==> src/rtl/wb_arbiter_pkg.sv <==
// Shared Wishbone widths, the timeout read-data pattern and the arbiter state encoding.
// Imported by the bus interface, the round-robin picker and the arbiter top.
package wb_arbiter_pkg;

    localparam int WB_ADR_W = 30;
    localparam int WB_DAT_W = 32;
    localparam int WB_SEL_W = 4;

    localparam logic [WB_DAT_W-1:0] WB_TIMEOUT_DAT = 32'hFFFF_FFFF;

    // Plain constants rather than an enum so older tools and waveform scripts see the raw encoding.
    typedef logic [0:0] arb_state_t;
    localparam arb_state_t IDLE = 1'b0;
    localparam arb_state_t BUSY = 1'b1;

    function automatic int onehot_to_idx(input logic [3:0] oh);
        int idx;
        idx = 0;
        for (int i = 0; i < 4; i++) begin
            if (oh[i]) idx = i;
        end
        return idx;
    endfunction

endpackage

==> src/rtl/wb_arbiter_if.sv <==
// Master-side and slave-side Wishbone signals seen by the arbiter, plus grant/timeout status.
// The arbiter uses the slave modport; whatever drives the masters and models wb_dec uses master.
interface wb_arbiter_if #(parameter int NM = 2);
    import wb_arbiter_pkg::*;

    logic [NM-1:0]          m_cyc_i;
    logic [NM-1:0]          m_stb_i;
    logic [NM-1:0]          m_we_i;
    logic [WB_SEL_W*NM-1:0] m_sel_i;
    logic [WB_ADR_W*NM-1:0] m_adr_i;
    logic [WB_DAT_W*NM-1:0] m_dat_i;
    logic [NM-1:0]          m_ack_o;
    logic [WB_DAT_W-1:0]    m_dat_o;

    logic                   s_cyc_o;
    logic                   s_stb_o;
    logic                   s_we_o;
    logic [WB_SEL_W-1:0]    s_sel_o;
    logic [WB_ADR_W-1:0]    s_adr_o;
    logic [WB_DAT_W-1:0]    s_dat_o;
    logic                   s_ack_i;
    logic [WB_DAT_W-1:0]    s_dat_i;

    logic [NM-1:0]          grant_o;
    logic                   timeout_o;
    logic                   timeout_clr_i;

    modport slave (
        input  m_cyc_i, m_stb_i, m_we_i, m_sel_i, m_adr_i, m_dat_i,
        output m_ack_o, m_dat_o,
        output s_cyc_o, s_stb_o, s_we_o, s_sel_o, s_adr_o, s_dat_o,
        input  s_ack_i, s_dat_i,
        output grant_o, timeout_o,
        input  timeout_clr_i
    );

    modport master (
        output m_cyc_i, m_stb_i, m_we_i, m_sel_i, m_adr_i, m_dat_i,
        input  m_ack_o, m_dat_o,
        input  s_cyc_o, s_stb_o, s_we_o, s_sel_o, s_adr_o, s_dat_o,
        output s_ack_i, s_dat_i,
        input  grant_o, timeout_o,
        output timeout_clr_i
    );

endinterface

==> src/rtl/wb_arbiter_rr_picker.sv <==
// Combinational round-robin picker: one-hot grant to the first requester after the last owner,
// wrapping around, so the previous owner is always considered last.
module rr_picker #(
    parameter int NM = 2,
    parameter int LW = (NM > 1) ? $clog2(NM) : 1
) (
    input  logic [NM-1:0] req,
    input  logic [LW-1:0] last,
    output logic [NM-1:0] gnt,
    output logic          valid
);

    logic          found;
    logic [LW-1:0] pos;

    always_comb begin
        gnt   = '0;
        found = 1'b0;
        pos   = '0;
        for (int i = 1; i <= NM; i++) begin
            pos = LW'((int'(last) + i) % NM);
            if (!found && req[pos]) begin
                gnt[pos] = 1'b1;
                found    = 1'b1;
            end
        end
    end

    assign valid = |req;

endmodule

==> src/rtl/wb_arbiter.sv <==
// Round-robin Wishbone arbiter sharing the system bus between NM masters, with bounded tenure
// under contention and a stall timeout that terminates hung cycles with an all-ones ack.
module wb_arbiter #(
    parameter int NM       = 2,
    parameter int MAX_HOLD = 16,
    parameter int TIMEOUT  = 1024
) (
    input logic         clk_i,
    input logic         rst_i,
    wb_arbiter_if.slave bus
);
    import wb_arbiter_pkg::*;

    localparam int LW = (NM > 1) ? $clog2(NM) : 1;
    localparam int HW = $clog2(MAX_HOLD + 1);
    localparam int TW = (TIMEOUT > 1) ? $clog2(TIMEOUT) : 1;

    localparam logic [HW-1:0] HOLD_LAST = HW'(MAX_HOLD - 1);
    localparam logic [HW-1:0] HOLD_MAX  = HW'(MAX_HOLD);
    localparam logic [TW-1:0] TO_LAST   = TW'(TIMEOUT - 1);

    arb_state_t    state;
    logic [NM-1:0] grant;
    logic [LW-1:0] grant_idx;
    logic [LW-1:0] last;
    logic [HW-1:0] hold_cnt;
    logic [TW-1:0] to_cnt;
    logic          to_fire;
    logic          timeout_q;

    logic [NM-1:0] pick_gnt;
    logic          pick_valid;
    logic          bus_live;
    logic          ack_ok;
    logic          other_req;
    logic          preempt;
    logic          to_hit;
    logic          release_bus;

    rr_picker #(.NM(NM), .LW(LW)) u_picker (
        .req   (bus.m_cyc_i),
        .last  (last),
        .gnt   (pick_gnt),
        .valid (pick_valid)
    );

    // The bus is only driven while a tenure is live; a forced-termination cycle or a reset
    // cycle drops cyc/stb immediately so the slave never sees a half-finished access.
    assign bus_live    = (state == BUSY) && rst_i && !to_fire;
    assign bus.s_cyc_o = bus_live && bus.m_cyc_i[grant_idx];
    assign bus.s_stb_o = bus_live && bus.m_stb_i[grant_idx];
    assign bus.s_we_o  = bus.m_we_i[grant_idx];
    assign bus.s_sel_o = bus.m_sel_i[grant_idx*WB_SEL_W +: WB_SEL_W];
    assign bus.s_adr_o = bus.m_adr_i[grant_idx*WB_ADR_W +: WB_ADR_W];
    assign bus.s_dat_o = bus.m_dat_i[grant_idx*WB_DAT_W +: WB_DAT_W];

    assign ack_ok      = bus.s_cyc_o && bus.s_stb_o && bus.s_ack_i;
    assign bus.m_ack_o = (ack_ok || (to_fire && rst_i)) ? grant : '0;
    assign bus.m_dat_o = to_fire ? WB_TIMEOUT_DAT : bus.s_dat_i;
    assign bus.grant_o   = grant;
    assign bus.timeout_o = timeout_q;

    assign other_req   = |(bus.m_cyc_i & ~grant);
    assign preempt     = ack_ok && (hold_cnt >= HOLD_LAST) && other_req;
    assign to_hit      = bus.s_cyc_o && bus.s_stb_o && !bus.s_ack_i && (to_cnt == TO_LAST);
    assign release_bus = !bus.m_cyc_i[grant_idx] || preempt || to_fire;

    always_ff @(posedge clk_i) begin
        if (!rst_i) begin
            state     <= IDLE;
            grant     <= '0;
            grant_idx <= '0;
            last      <= LW'(NM - 1);
            hold_cnt  <= '0;
            to_cnt    <= '0;
            to_fire   <= 1'b0;
            timeout_q <= 1'b0;
        end else begin
            to_fire <= 1'b0;
            // Holding the set through the forced cycle keeps a same-cycle clear from losing it.
            if (to_hit || to_fire) begin
                timeout_q <= 1'b1;
            end else if (bus.timeout_clr_i) begin
                timeout_q <= 1'b0;
            end

            if (state == IDLE) begin
                hold_cnt <= '0;
                to_cnt   <= '0;
                if (pick_valid) begin
                    state     <= BUSY;
                    grant     <= pick_gnt;
                    grant_idx <= LW'(onehot_to_idx(4'(pick_gnt)));
                end
            end else if (release_bus) begin
                state  <= IDLE;
                grant  <= '0;
                last   <= grant_idx;
                to_cnt <= '0;
            end else begin
                to_fire <= to_hit;
                if (ack_ok) begin
                    to_cnt <= '0;
                    if (hold_cnt != HOLD_MAX) hold_cnt <= hold_cnt + 1'b1;
                end else if (bus.s_stb_o) begin
                    to_cnt <= to_cnt + 1'b1;
                end
            end
        end
    end

endmodule

==> src/flat_wrapper.sv <==
// flat-port wrapper written by rule: the top's interface ports become plain ports
module wb_arbiter_flat import wb_arbiter_pkg::*;
#(
    parameter int NM       = 2,
    parameter int MAX_HOLD = 16,
    parameter int TIMEOUT  = 1024
)
  (clk_i, rst_i, bus_m_cyc_i, bus_m_stb_i, bus_m_we_i, bus_m_sel_i, bus_m_adr_i, bus_m_dat_i, bus_m_ack_o, bus_m_dat_o, bus_s_cyc_o, bus_s_stb_o, bus_s_we_o, bus_s_sel_o, bus_s_adr_o, bus_s_dat_o, bus_s_ack_i, bus_s_dat_i, bus_grant_o, bus_timeout_o, bus_timeout_clr_i);
  wb_arbiter_if #(.NM(NM)) bus_i ();
  input logic clk_i;
  input logic rst_i;
  input wire logic [$bits(bus_i.m_cyc_i)-1:0] bus_m_cyc_i;
  input wire logic [$bits(bus_i.m_stb_i)-1:0] bus_m_stb_i;
  input wire logic [$bits(bus_i.m_we_i)-1:0] bus_m_we_i;
  input wire logic [$bits(bus_i.m_sel_i)-1:0] bus_m_sel_i;
  input wire logic [$bits(bus_i.m_adr_i)-1:0] bus_m_adr_i;
  input wire logic [$bits(bus_i.m_dat_i)-1:0] bus_m_dat_i;
  output wire logic [$bits(bus_i.m_ack_o)-1:0] bus_m_ack_o;
  output wire logic [$bits(bus_i.m_dat_o)-1:0] bus_m_dat_o;
  output wire logic [$bits(bus_i.s_cyc_o)-1:0] bus_s_cyc_o;
  output wire logic [$bits(bus_i.s_stb_o)-1:0] bus_s_stb_o;
  output wire logic [$bits(bus_i.s_we_o)-1:0] bus_s_we_o;
  output wire logic [$bits(bus_i.s_sel_o)-1:0] bus_s_sel_o;
  output wire logic [$bits(bus_i.s_adr_o)-1:0] bus_s_adr_o;
  output wire logic [$bits(bus_i.s_dat_o)-1:0] bus_s_dat_o;
  input wire logic [$bits(bus_i.s_ack_i)-1:0] bus_s_ack_i;
  input wire logic [$bits(bus_i.s_dat_i)-1:0] bus_s_dat_i;
  output wire logic [$bits(bus_i.grant_o)-1:0] bus_grant_o;
  output wire logic [$bits(bus_i.timeout_o)-1:0] bus_timeout_o;
  input wire logic [$bits(bus_i.timeout_clr_i)-1:0] bus_timeout_clr_i;
  assign bus_i.m_cyc_i = bus_m_cyc_i;
  assign bus_i.m_stb_i = bus_m_stb_i;
  assign bus_i.m_we_i = bus_m_we_i;
  assign bus_i.m_sel_i = bus_m_sel_i;
  assign bus_i.m_adr_i = bus_m_adr_i;
  assign bus_i.m_dat_i = bus_m_dat_i;
  assign bus_m_ack_o = bus_i.m_ack_o;
  assign bus_m_dat_o = bus_i.m_dat_o;
  assign bus_s_cyc_o = bus_i.s_cyc_o;
  assign bus_s_stb_o = bus_i.s_stb_o;
  assign bus_s_we_o = bus_i.s_we_o;
  assign bus_s_sel_o = bus_i.s_sel_o;
  assign bus_s_adr_o = bus_i.s_adr_o;
  assign bus_s_dat_o = bus_i.s_dat_o;
  assign bus_i.s_ack_i = bus_s_ack_i;
  assign bus_i.s_dat_i = bus_s_dat_i;
  assign bus_grant_o = bus_i.grant_o;
  assign bus_timeout_o = bus_i.timeout_o;
  assign bus_i.timeout_clr_i = bus_timeout_clr_i;
  wb_arbiter #(.NM(NM), .MAX_HOLD(MAX_HOLD), .TIMEOUT(TIMEOUT)) u_core (.clk_i(clk_i), .rst_i(rst_i), .bus(bus_i));
endmodule
==> config.mk <==
export PLATFORM = sky130hd
export DESIGN_NAME = wb_arbiter_flat
export DESIGN_NICKNAME = d
export VERILOG_FILES = /design/src/rtl/wb_arbiter_pkg.sv /design/src/rtl/wb_arbiter_if.sv /design/src/rtl/wb_arbiter_rr_picker.sv /design/src/rtl/wb_arbiter.sv /design/src/flat_wrapper.sv
export SDC_FILE = /design/constraint.sdc
export NUM_CORES = 1
export LEC_CHECK = 0
export ABC_CLOCK_PERIOD_IN_PS = 4450
export CAP_MARGIN = 20
export CORE_AREA = 2 2 110 112
export DETAILED_ROUTE_END_ITERATION = 6
export DIE_AREA = 0 0 112 114
export PLACE_DENSITY = 0.71
export SLEW_MARGIN = 10
export SYNTH_ARGS = -nofsm -noshare
export SYNTH_HDL_FRONTEND = slang
export SYNTH_HIERARCHICAL = 1
export SYNTH_SLANG_ARGS = --single-unit
==> constraint.sdc <==
create_clock -name clk_i -period 4.45 [get_ports clk_i]
set_input_delay 0.6675 -clock clk_i [delete_from_list [all_inputs] [get_ports clk_i]]
set_output_delay 0.6675 -clock clk_i [all_outputs]
set_load 0.01 [all_outputs]
==> After elaboration in Yosys (flattened, before gate mapping) <==
Index checks and enable logic that the tools add are counted.
{ "word_totals": {"register_bits": 22, "input_bits": 174, "out_inout_bits": 106, "elab_cells": 92} }
{ "classes": {"n_addsub": 4, "multipliers": 1, "order_cmp": 6, "n_eq_ne": 3, "shift": 3, "n_mux": 28, "bitwise_logic": 6, "reduce_logical": 33} }
{ "ops": {"columns": ["cell", "n"], "rows": [
  ["variable part select 64 x 7 -> 32 bit", 1],
  ["variable part select 60 x 7 -> 30 bit", 1],
  ["2-to-1 mux 32 bit", 1],
  ["2-to-1 mux 1 bit", 19],
  ["logical AND 1 bit", 14],
  ["2-to-1 mux 2 bit", 6],
  ["adder 10 x 1 -> 10 bit, second input constant", 1],
  ["== test 10 bit, second input constant", 1],
  ["AND reduction 2 bit", 4],
  ["variable part select 8 x 4 -> 4 bit", 1],
  ["less-than comparator 1 x 2 -> 1 bit, second input constant", 3],
  ["adder 5 x 1 -> 5 bit, second input constant", 1],
  [">= comparator 5 x 4 -> 1 bit, second input constant", 1],
  ["multiplier 1 x 4 -> 5 bit, second input constant", 1],
  ["inequality test 5 bit, second input constant", 1],
  ["logical NOT 1 bit", 4],
  ["logical OR 1 bit", 4],
  ["nonzero test 2 bit", 2],
  ["OR reduction 2 bit", 2],
  ["OR reduction 4 bit", 1],
  ["NOT 1 bit", 3],
  ["AND reduction 3 bit", 1],
  ["OR reduction 3 bit", 1],
  ["adder 1 bit, second input constant", 2],
  ["other kinds (6)", 8]
]} }

==> Logic depth before layout (Yosys ltp) <==
Gate-level depths: netlist of run 1.
{ "depth": {"depth_word": 11, "depth_mapped": 6, "depth_no_buf": 6} }

==> Hierarchy <==
Netlist of run 1, hierarchy kept.
{ "by_module_without_submodules": {"columns": ["module", "instances", "cells_each", "area_each_um2", "seq_area_each_um2"], "rows": [
  ["wb_arbiter", 1, 247, 2187.1, 440.4],
  ["rr_picker", 1, 4, 25.0, 0.0]
]} }

==> Least setup slack after synthesis of run 1 <==
No wires, ideal clock.
{ "synth_timing": {"path_kind": "in2out", "from": "input rst_i", "to": "output bus_m_ack_o[0]", "t_arrival_ps": 1693, "required_ps": 3783, "path_slack_ps": 2089, "stages": 5, "n_path_buf": 1, "path_cell_list": "buf_2 -> nand3b_1 -> nor2_1 -> nand3_1 -> a21boi_0"} }
{ "synth_via": {"elab_chain_len": 7, "elab_cells_between_ends": 9, "cone_classes": "1 x mux; 8 x reduce/logical"} }
{ "synth_lines": {"columns": ["element", "line_no", "text"], "rows": [
  ["start: declaration", "flat_wrapper.sv:11", "input logic rst_i;"],
  ["logical AND 1 bit (2 in a row)", "wb_arbiter.sv:49", "assign bus_live = (state == BUSY) && rst_i && !to_fire;"],
  ["logical AND 1 bit", "wb_arbiter.sv:50", "assign bus.s_cyc_o = bus_live && bus.m_cyc_i[grant_idx];"],
  ["via bus_s_cyc_o", "flat_wrapper.sv:20", "output wire logic [$bits(bus_i.s_cyc_o)-1:0] bus_s_cyc_o;"],
  ["logical AND 1 bit (2 in a row)", "wb_arbiter.sv:57", "assign ack_ok = bus.s_cyc_o && bus.s_stb_o && bus.s_ack_i;"],
  ["logical OR 1 bit", "wb_arbiter.sv:58", "assign bus.m_ack_o = (ack_ok || (to_fire && rst_i)) ? grant : '0;"],
  ["2-to-1 mux 2 bit", "wb_arbiter.sv:58", null],
  ["end: declaration", "flat_wrapper.sv:18", "output wire logic [$bits(bus_i.m_ack_o)-1:0] bus_m_ack_o;"]
]} }
The timed path passes the listed nets, and every way through them passes these cells.

==> Worst setup path after layout of run 1 <==
{ "layout_timing": {"from": "input rst_i", "to": "output bus_m_ack_o[0]"} }
{ "layout_via": {"elab_chain_len": 7, "elab_cells_between_ends": 9, "cone_classes": "1 x mux; 8 x reduce/logical"} }
{ "layout_lines": {"columns": ["element", "line_no"], "rows": [
  ["logical AND 1 bit (2 in a row)", "wb_arbiter.sv:49"],
  ["logical AND 1 bit (on tied branches)", "wb_arbiter.sv:50, wb_arbiter.sv:51"],
  ["logical AND 1 bit (2 in a row)", "wb_arbiter.sv:57"],
  ["logical OR 1 bit (*)", "wb_arbiter.sv:58"],
  ["2-to-1 mux 2 bit (*)", "wb_arbiter.sv:58"]
]} }
Every way passes the cells marked *; elsewhere a longest branch is shown, timed or not.

==> qor.yml, run 1 <==
status: "finished clean"
hold_class: "flip-flop to flip-flop"
cp_max_fo: 10
p_leak_nw: 1.914
peakVddDrop_uv: 129.1
vias_per_cell: 4.483
postRouteAntennaNets: 0
tightest_slew_ns: 0.9652
maxCapViolCount: 0
dieArea_um2: 12770
drt_pass1_iterations: 4
row_count: 40
die_w_um: 112
avgSynthCellArea_um2: 8.813
setup_viol: 0
clkTransAtPathRegs_ns: 0.06
fmax_ghz: 0.2839
antennaDiodeCount: 0
cts_hold_buffers: 0
maxSlewHeadroom: 0.3545
critPathArrivalTime_ns: 2.86
routedWlPerCell_um: 16.89
drive_gt1_frac: 0.2077
ios: 280
netlist-cell-type-count: 46
antenna_found_initial: 0
start_kind: "input port"
postCtsSetupRepairBufs: 0
ys_warn_count: 6
die_y_um: 114
fin_crit_ns: 3.523
finalHoldViolCount: 0
synthesis.area_um2: 2212
synth_edf_count: 0
wirelength_um: 11270
ys_seq_area_frac: 0.1991
end_kind: "output pin"
fin_crit_sh: 0.7916
synthesis.nets: 429
io_buffers: 279
synthFlopType: "dfxtp_1"
ys_top_cells_by_area: "mux2_2 (35%), dfxtp_1 (20%), or2_2 (9.0%)"
yosys.area.top_type: "mux2_2"
hpwl_um: 9614
ys_ff_latch: 22
cts_tree: "done"
critPathRequiredTime_ns: 3.78
grt_pass1_vias: 3108
setup_tns_ns: 0
area_growth_pct: 135.8
async_reset_ff_frac: 0
synth_top_area_frac: 0.3512
synthCells: 251
route.detailed.drc: 0
cts_resized: 0
insertion_delay_ns: 0.25
fin_skew_ns: 0.003923
core_area_um2: 11710
grt_max_degree: 47
grt_usage: 0.1660
total_power_mw: 0.8614
synth_common_cells: "mux2_2 (69), or2_2 (32), dfxtp_1 (22), clkbuf_1 (12), nand2_1 (12)"
vias: 2990
cts-root-buf: "clkbuf_16"
power.density_nw_per_um2: 165.1
cts.sinks: 22
initial_core_util: 0.1889
rsz0062_at_grt: "false"
place_congestion: 0.7946
synth_most_common_cell: "mux2_2"
fin_nets: 699
grt-ovfl-total: 0
cts_buffer_depth: 2
crit_type: "input port to output pin"
cts_buffers: 3
htree_levels: 1
drt-initial-drc-count: 126
grt_first_pass_wirelength_um: 16650
drv_slew: 0
power by group:
part / switching (mW) / internal, mW
Sequential: 0.0103 / 0.200
Clock: 0.0669 / 0.137
Combinational: 0.141 / 0.306
Total: 0.218 / 0.643
worst max-delay path, cell delays in order:
cell,delay (ns)
clkdlybuf4s50_1,0.69
nand3b_1,0.28
nor2_1,0.25
nand3_1,0.12
a21boi_0,0.25
clkdlybuf4s50_1,0.59
area by class of cell:
type	count	area, um^2
Timing Repair Buffer	280	2800
Sequential cell	22	444.2
Inverter	6	22.52
Tap cell	147	183.9
Clock buffer	4	88.84
Multi-Input combinational cell	208	1677
Fill cell	1140	6495
through the flow:
stage	utilization	worst slack, ns	instances	hold WS [ns]	area [um^2]
finish	0.4454	0.9274	667	0.4792	5216
global route	0.4454	0.7043	667	0.5078	5216
CTS	0.4454	0.8620	667	0.4854	5216
detailed placement	0.4378	0.8932	663	0.4774	5127
global placement	0.4378	0.9234	663	0.4636	5127
floorplan	-	2.089	251	0.4497	2212
path summary, 6_finish.rpt:
| kind | start | endpoint | slack, ns | cells after the start |
|---|---|---|---|---|
| max | rst_i | bus_m_ack_o[0] | 0.93 | 6 |
| min | u_core/to_cnt[1]$_SDFFE_PP0N_ | u_core/to_cnt[1]$_SDFFE_PP0N_ | 0.48 | 2 |
| max reg2reg | u_core/hold_cnt[0]$_SDFFE_PP0P_ | u_core/last$_SDFFE_PN1P_ | 2.00 | 6 |
| min reg2reg | u_core/to_cnt[1]$_SDFFE_PP0N_ | u_core/to_cnt[1]$_SDFFE_PP0N_ | 0.48 | 2 |
cell families after synthesis:
kind of cell               count (synthesis)  share of synthesized area
and+or+nand+nor                           93                     0.2443
xor gates and xnor gates                   7                    0.02772
adders and majority gates                  4                    0.02263
DFF                                       22                     0.1991
buffers and inverters                     21                    0.04298
AOI/OAI and AO/OA                         31                    0.09163
muxes                                     73                     0.3716
layer usage:
layer,global-route usage,routed length [um]
met5,0,0
met3,0.04304,948
met4,0.04715,222
met1,0.1808,4343
met2,0.3172,5750
registers in the layout, indices dropped and copies added (netlist names):
register	flops
u_core/bus.timeout_o	1
u_core/grant_idx	1
u_core/state	1
u_core/last	1
u_core/hold_cnt	5
u_core/to_cnt	10
u_core/bus.grant_o	2
u_core/to_fire	1
placed cells by master, fill, tap and decap left out, types with 3 or more instances in the layout:
master / instances
and4_1: 3
mux2_2: 69
nor2b_1: 4
inv_1: 6
xor2_1: 3
dfxtp_1: 21
a21oi_1: 10
nand3_1: 11
mux2i_1: 3
nor4_1: 3
clkdlybuf4s50_1: 279
nand2_1: 12
nor2_1: 10
clkbuf_16: 3
o21ai_0: 7
xnor2_1: 4
ha_1: 4
or2_2: 32
Power figures use the tool's default switching activity.
==> inputs of run 2 (changes only) <==
--- a/config.mk
+++ b/config.mk
@@ -5,12 +5,12 @@
 export SDC_FILE = /design/constraint.sdc
 export NUM_CORES = 1
 export LEC_CHECK = 0
-export ABC_CLOCK_PERIOD_IN_PS = 4450
+export ABC_CLOCK_PERIOD_IN_PS = 3200
 export CAP_MARGIN = 20
-export CORE_AREA = 2 2 110 112
+export CORE_AREA = 2 2 108 110
 export DETAILED_ROUTE_END_ITERATION = 6
-export DIE_AREA = 0 0 112 114
-export PLACE_DENSITY = 0.71
+export DIE_AREA = 0 0 110 112
+export PLACE_DENSITY = 0.76
 export SLEW_MARGIN = 10
 export SYNTH_ARGS = -nofsm -noshare
 export SYNTH_HDL_FRONTEND = slang
==> constraint.sdc (replaced) <==
create_clock -name clk_i -period 3.2 [get_ports clk_i]
set_input_delay 0.48 -clock clk_i [delete_from_list [all_inputs] [get_ports clk_i]]
set_output_delay 0.48 -clock clk_i [all_outputs]
set_load 0.01 [all_outputs]
==> qor.yml, run 2 (synthesis gave the netlist of run 1 again) <==
fin_crit_sh: 0.8931
layout_commonest_cell: "clkdlybuf4s50_1"  # unchanged
fin_nets: 703  # was 699
row_count: 39  # was 40
tightest_slew_ns: 0.9659  # was 0.9652 ns
antennaDiodeCount: 0  # unchanged
insertion_delay_ns: 0.25  # about the same
fmax_ghz: 0.3499
status: "finished clean"  # unchanged
maxSlewHeadroom: 0.3541  # was 0.3545
io_buffers: 279  # unchanged
wl_met3_um: 1317  # was 948 um
setup_tns_ns: 0  # unchanged
area_growth_pct: 138.0  # was 135.8%
hpwl_um: 10230  # was 9614 um
power.density_nw_per_um2: 236.2  # was 165.1 nW/um^2
cts_buffer_depth: 2  # unchanged
routedWlPerCell_um: 18.10  # was 16.89 um
final_cell_mix: "clkdlybuf4s50_1 (279), mux2_2 (69), or2_2 (32), dfxtp_1 (21), nand2_1 (12)"  # unchanged
vias: 3021  # was 2990
fin_skew_ns: 0.003384  # was 0.003923 ns
cts_hold_buffers: 0  # unchanged
cp_max_fo: 6  # was 10
core_area_um2: 11170  # was 11710 um^2
hold_class: "flip-flop to flip-flop"  # unchanged
nFillCells: 1020  # was 1140
maxCapViolCount: 0  # unchanged
grt_pass1_vias: 3172  # was 3108
top_register: "u_core/to_cnt"  # unchanged
drive_gt1_frac: 0.2137  # was 0.2077
place_congestion: 0.8053  # was 0.7946
largest_register_ffs: 10  # unchanged
grt_usage: 0.1822  # was 0.1660
regArea_um2: 444.2  # unchanged
wirelength_um: 12070  # was 11270 um
cts.sinks: 22  # unchanged
peakVddDrop_uv: 217.3  # was 129.1 uV
die_w_um: 110  # was 112 um
grt_first_pass_wirelength_um: 17140  # was 16650 um
postRouteAntennaNets: 0  # unchanged
fin_crit_ns: 2.858
finalHoldViolCount: 0  # unchanged
cts_resized: 0  # unchanged
clkTransAtPathRegs_ns: 0.06  # about the same
grt_max_degree: 61  # was 47
maxUsedRoutingLayer: "met4"  # unchanged
crit_type: "input port to output pin"  # unchanged
drt_pass1_iterations: 4  # unchanged
p_leak_nw: 1.942  # was 1.914 nW
critPathArrivalTime_ns: 2.38  # was 2.86 ns
cts-root-buf: "clkbuf_16"  # unchanged
drv_slew: 0  # unchanged
ios: 280  # unchanged
multi_input_area_um2: 1677  # unchanged
dieArea_um2: 12320  # was 12770 um^2
cts_buffers: 3  # unchanged
start_kind: "input port"  # unchanged
htree_levels: 1  # unchanged
cts_tree: "done"  # unchanged
vias_per_cell: 4.529  # was 4.483
total_power_mw: 1.243  # was 0.8614 mW
grt-ovfl-total: 0  # unchanged
setup_viol: 0  # unchanged
antenna_found_initial: 0  # unchanged
postCtsSetupRepairBufs: 0  # unchanged
drt-initial-drc-count: 91  # was 126
wl_met2_um: 6131  # was 5750 um
die_y_um: 112  # was 114 um
end_kind: "output pin"  # unchanged
regToRegSetupSlack_ns: 0.74  # was 2.00 ns
route.detailed.drc: 0  # unchanged
wl_met1_um: 4514  # was 4343 um
critPathRequiredTime_ns: 2.72  # was 3.78 ns
initial_core_util: 0.1980  # was 0.1889
rsz0062_at_grt: "false"  # unchanged
## run 2: cell types whose count changed in the layout (fill, tap and decap cells not counted), sizes merged
cell  change
buf       +4
## run 2: worst paths after layout
| kind | start | endpoint | cells past startpoint |
|---|---|---|---|
| max | bus_m_cyc_i[1] | bus_m_ack_o[0] | 6 |
| min | u_core/to_cnt[1]$_SDFFE_PP0N_ | u_core/to_cnt[1]$_SDFFE_PP0N_ | 2 |
| max reg2reg | u_core/hold_cnt[0]$_SDFFE_PP0P_ | u_core/last$_SDFFE_PN1P_ | 6 |
| min reg2reg | u_core/to_cnt[1]$_SDFFE_PP0N_ | u_core/to_cnt[1]$_SDFFE_PP0N_ | 2 |
## run 2: layer usage
| metal | global-route usage | up-vias |
|---|---|---|
| met5 | 0 | - |
| met4 | 0.02785 | 0 |
| met3 | 0.04859 | 8 |
| met1 | 0.1923 | 1378 |
| li1 | - | 1455 |
| met2 | 0.3562 | 180 |
## run 2: area by class of cell
cell class	count	area share
clock buffers	4	0.01901
inverters	6	0.004278
multi-input cells	208	0.3184
flip-flops and latches	22	0.08436
well taps	143	0.03398
repair buffers	284	0.5399
## run 2: through the flow
stage / hold WS (ns) / area, um^2 / utilization / setup WS, ns / instances
finish: 0.4820 / 5265 / 0.4712 / 0.3420 / 667
global route: 0.5110 / 5265 / 0.4712 / 0.1660 / 667
CTS: 0.4867 / 5265 / 0.4712 / 0.2916 / 667
detailed placement: 0.4782 / 5165 / 0.4622 / 0.3122 / 663
global placement: 0.4647 / 5165 / 0.4622 / 0.3187 / 663
floorplan: 0.4497 / 2212 / - / 1.103 / 251
## run 2: critical path, stage by stage
cell and delay, ns:
clkdlybuf4s50_1 0.56, mux2i_1 0.15, nor2_1 0.23, nand3_1 0.13
a21boi_0 0.24, clkdlybuf4s50_1 0.59
## run 2: power by group
part	internal, mW	switching (mW)	leakage [nW]
clock network	0.217	0.101	0.0493
registers	0.278	0.0109	0.179
logic	0.431	0.206	1.71
==> inputs of run 3 (changes only) <==
--- a/config.mk
+++ b/config.mk
@@ -10,7 +10,9 @@
 export CORE_AREA = 2 2 108 110
 export DETAILED_ROUTE_END_ITERATION = 6
 export DIE_AREA = 0 0 110 112
+export GPL_ROUTABILITY_DRIVEN = 0
 export PLACE_DENSITY = 0.76
+export SETUP_SLACK_MARGIN = 0.4
 export SLEW_MARGIN = 10
 export SYNTH_ARGS = -nofsm -noshare
 export SYNTH_HDL_FRONTEND = slang
==> qor.yml, run 3 (synthesis gave the netlist of run 1 again) <==
die_w_um: 110  # unchanged
power.density_nw_per_um2: 235.9  # was 236.2 nW/um^2
cts-root-buf: "clkbuf_16"  # unchanged
clkTransAtPathRegs_ns: 0.06  # about the same
power_switching_share: 0.2551  # was 0.2553
cts_buffers: 3  # unchanged
wl_met1_um: 4506  # was 4514 um
grt_pass1_vias: 3178  # was 3172
setup_viol: 0  # unchanged
core_area_um2: 11170  # unchanged
post-place-ws_ns: 0.3122  # unchanged
top_register: "u_core/to_cnt"  # unchanged
hold_path_end: "u_core/to_cnt[1]$_SDFFE_PP0N_"  # unchanged
io_buffers: 279  # unchanged
die_y_um: 112  # unchanged
r2r_start: "u_core/hold_cnt[0]$_SDFFE_PP0P_"  # unchanged
vias: 3026  # was 3021
setup_ws_ns: 0.5123  # was 0.3420 ns
route.detailed.drc: 0  # unchanged
grt_usage: 0.1824  # was 0.1822
regToRegSetupSlack_ns: 0.76  # was 0.74 ns
power_switching_mw: 0.3171  # was 0.3174 mW
finalHoldViolCount: 0  # unchanged
drive_gt1_frac: 0.2156  # was 0.2137
critPathRequiredTime_ns: 2.72  # about the same
wl_met3_um: 1310  # was 1317 um
fin_nets: 703  # unchanged
fin_cells: 667  # unchanged
tightest_slew_ns: 0.9461  # was 0.9659 ns
dpl.cell_count: 663  # unchanged
drt-initial-drc-count: 85  # was 91
slowest_stage: "clkdlybuf4s50_1"  # unchanged
p_leak_nw: 1.961  # was 1.942 nW
grt_max_degree: 61  # unchanged
fin_crit_ns: 2.688  # was 2.858 ns
postRouteAntennaNets: 0  # unchanged
p_comb_frac: 0.513  # was 0.512
cts_buffer_depth: 2  # unchanged
antenna_found_initial: 0  # unchanged
seqPwrFrac: 0.233  # about the same
start_kind: "input port"  # unchanged
initial_core_util: 0.1980  # unchanged
hold_path.startpoint: "u_core/to_cnt[1]$_SDFFE_PP0N_"  # unchanged
power.internal_mw: 0.9261  # was 0.9260 mW
timing.rr.end: "u_core/last$_SDFFE_PN1P_"  # unchanged
nFillCells: 1020  # unchanged
vias_per_cell: 4.537  # was 4.529
row_count: 39  # unchanged
max_stage_delay_ns: 0.56  # was 0.59 ns
crit_path_frequent_cell: "clkdlybuf4s50_1"  # unchanged
clockPowerShare: 0.255  # about the same
drt_pass1_iterations: 4  # unchanged
hold_depth: 2  # unchanged
cts_tree: "done"  # unchanged
layout_commonest_cell: "clkdlybuf4s50_1"  # unchanged
finish.utilization: 0.4716  # was 0.4712
final_cell_mix: "clkdlybuf4s50_1 (278), mux2_2 (69), or2_2 (32), dfxtp_1 (21), nand2_1 (12)"  # was clkdlybuf4s50_1 (279), mux2_2 (69), or2_2 (32), dfxtp_1 (21), nand2_1 (12)
rsz0062_at_grt: "true"  # was false
hpwl_um: 10230  # unchanged
largest_register_ffs: 10  # unchanged
peakVddDrop_uv: 217.2  # was 217.3 uV
antennaDiodeCount: 0  # unchanged
wl_met2_um: 6134  # was 6131 um
maxSlewHeadroom: 0.3673  # was 0.3541
ios: 280  # unchanged
reg2reg_depth: 6  # unchanged
routedWlPerCell_um: 18.09  # was 18.10 um
status: "finished clean"  # unchanged
setup_tns_ns: 0  # unchanged
fin_skew_ns: 0.002874  # was 0.003384 ns
wirelength_um: 12070  # about the same
grt-ovfl-total: 0  # unchanged
fmax_ghz: 0.3721  # was 0.3499 GHz
htree_levels: 1  # unchanged
worstPathCellList: "clkdlybuf4s50_1 -> mux2i_1 -> nor2_2 -> nand3_1 -> a21boi_1 -> clkdlybuf4s50_1"  # was clkdlybuf4s50_1 -> mux2i_1 -> nor2_1 -> nand3_1 -> a21boi_0 -> clkdlybuf4s50_1
maxCapViolCount: 0  # unchanged
crit_type: "input port to output pin"  # unchanged
cts.sinks: 22  # unchanged
end_kind: "output pin"  # unchanged
fin_crit_sh: 0.8399  # was 0.8931
hold_class: "flip-flop to flip-flop"  # unchanged
drv_slew: 0  # unchanged
dpl_cell_area_um2: 5165  # unchanged
critPathArrivalTime_ns: 2.21  # was 2.38 ns
grt_first_pass_wirelength_um: 17160  # was 17140 um
maxUsedRoutingLayer: "met4"  # unchanged
insertion_delay_ns: 0.25  # about the same
cp_max_fo: 6  # unchanged
area_growth_pct: 138.2  # was 138.0%
dieArea_um2: 12320  # unchanged
fin_area_um2: 5270  # was 5265 um^2
## run 3: power by group through the flow
stage / Clock [mW] / Combinational [mW] / Sequential, mW
final: 0.317 / 0.637 / 0.289
after global routing: 0.329 / 0.674 / 0.291
after CTS: 0.320 / 0.646 / 0.289
after detailed placement: 0 / 0.638 / 0.295
after global placement: 0 / 0.636 / 0.295
after floorplan: 0 / 0.206 / 0.288
## run 3: worst max-delay path by stage
stage | startpoint | end | slack [ns] | cells after the start
2_1_floorplan | u_core/hold_cnt[0]$_SDFFE_PP0P_ | u_core/last$_SDFFE_PN1P_ | 1.10 | 6
3_3_place_gp | bus_m_cyc_i[1] | bus_m_ack_o[0] | 0.32 | 6
3_5_place_dp | bus_m_cyc_i[1] | bus_m_ack_o[0] | 0.31 | 6
4_1_cts | bus_m_cyc_i[1] | bus_m_ack_o[0] | 0.42 | 6
5_1_grt | bus_m_cyc_i[1] | bus_m_ack_o[1] | 0.39 | 6
6_report | bus_m_cyc_i[1] | bus_m_ack_o[1] | 0.51 | 6
## run 3: layer usage
metal	global-route usage	vias up
met5	0	-
met4	0.02785	0
met3	0.04859	10
met2	0.3566	186
met1	0.1927	1373
li1	-	1457
## run 3: repair_timing
action,CTS,global route
hold buffers,0,0
setup buffers,0,0
hold endpoints to repair,0,0
gates cloned,0,0
endpoints found under the setup margin,1,2
resized for setup,2,2
## run 3: layout make-up
cell class	instances	area, um^2	area share
repair buffers	284	2845	0.5399
inverters	6	22.52	0.004274
clock buffers	4	100.1	0.01899
well taps	143	178.9	0.03395
multi-input cells	208	1679	0.3186
flip-flops and latches	22	444.2	0.08428
## run 3: stage by stage
step,hold slack (ns),total power [mW]
final,0.4819,1.243
after CTS,0.4867,1.254
after global placement,0.4647,0.9309
after floorplan,0.4497,0.4939
after detailed placement,0.4782,0.9336
after global routing,0.5110,1.294
## run 3: critical path: cells and delay by family
family | cells | cell delay, ns
buffers and inverters | 2 | 1.12
and+or+nand+nor | 2 | 0.30
muxes | 1 | 0.16
AOI/OAI and AO/OA | 1 | 0.15
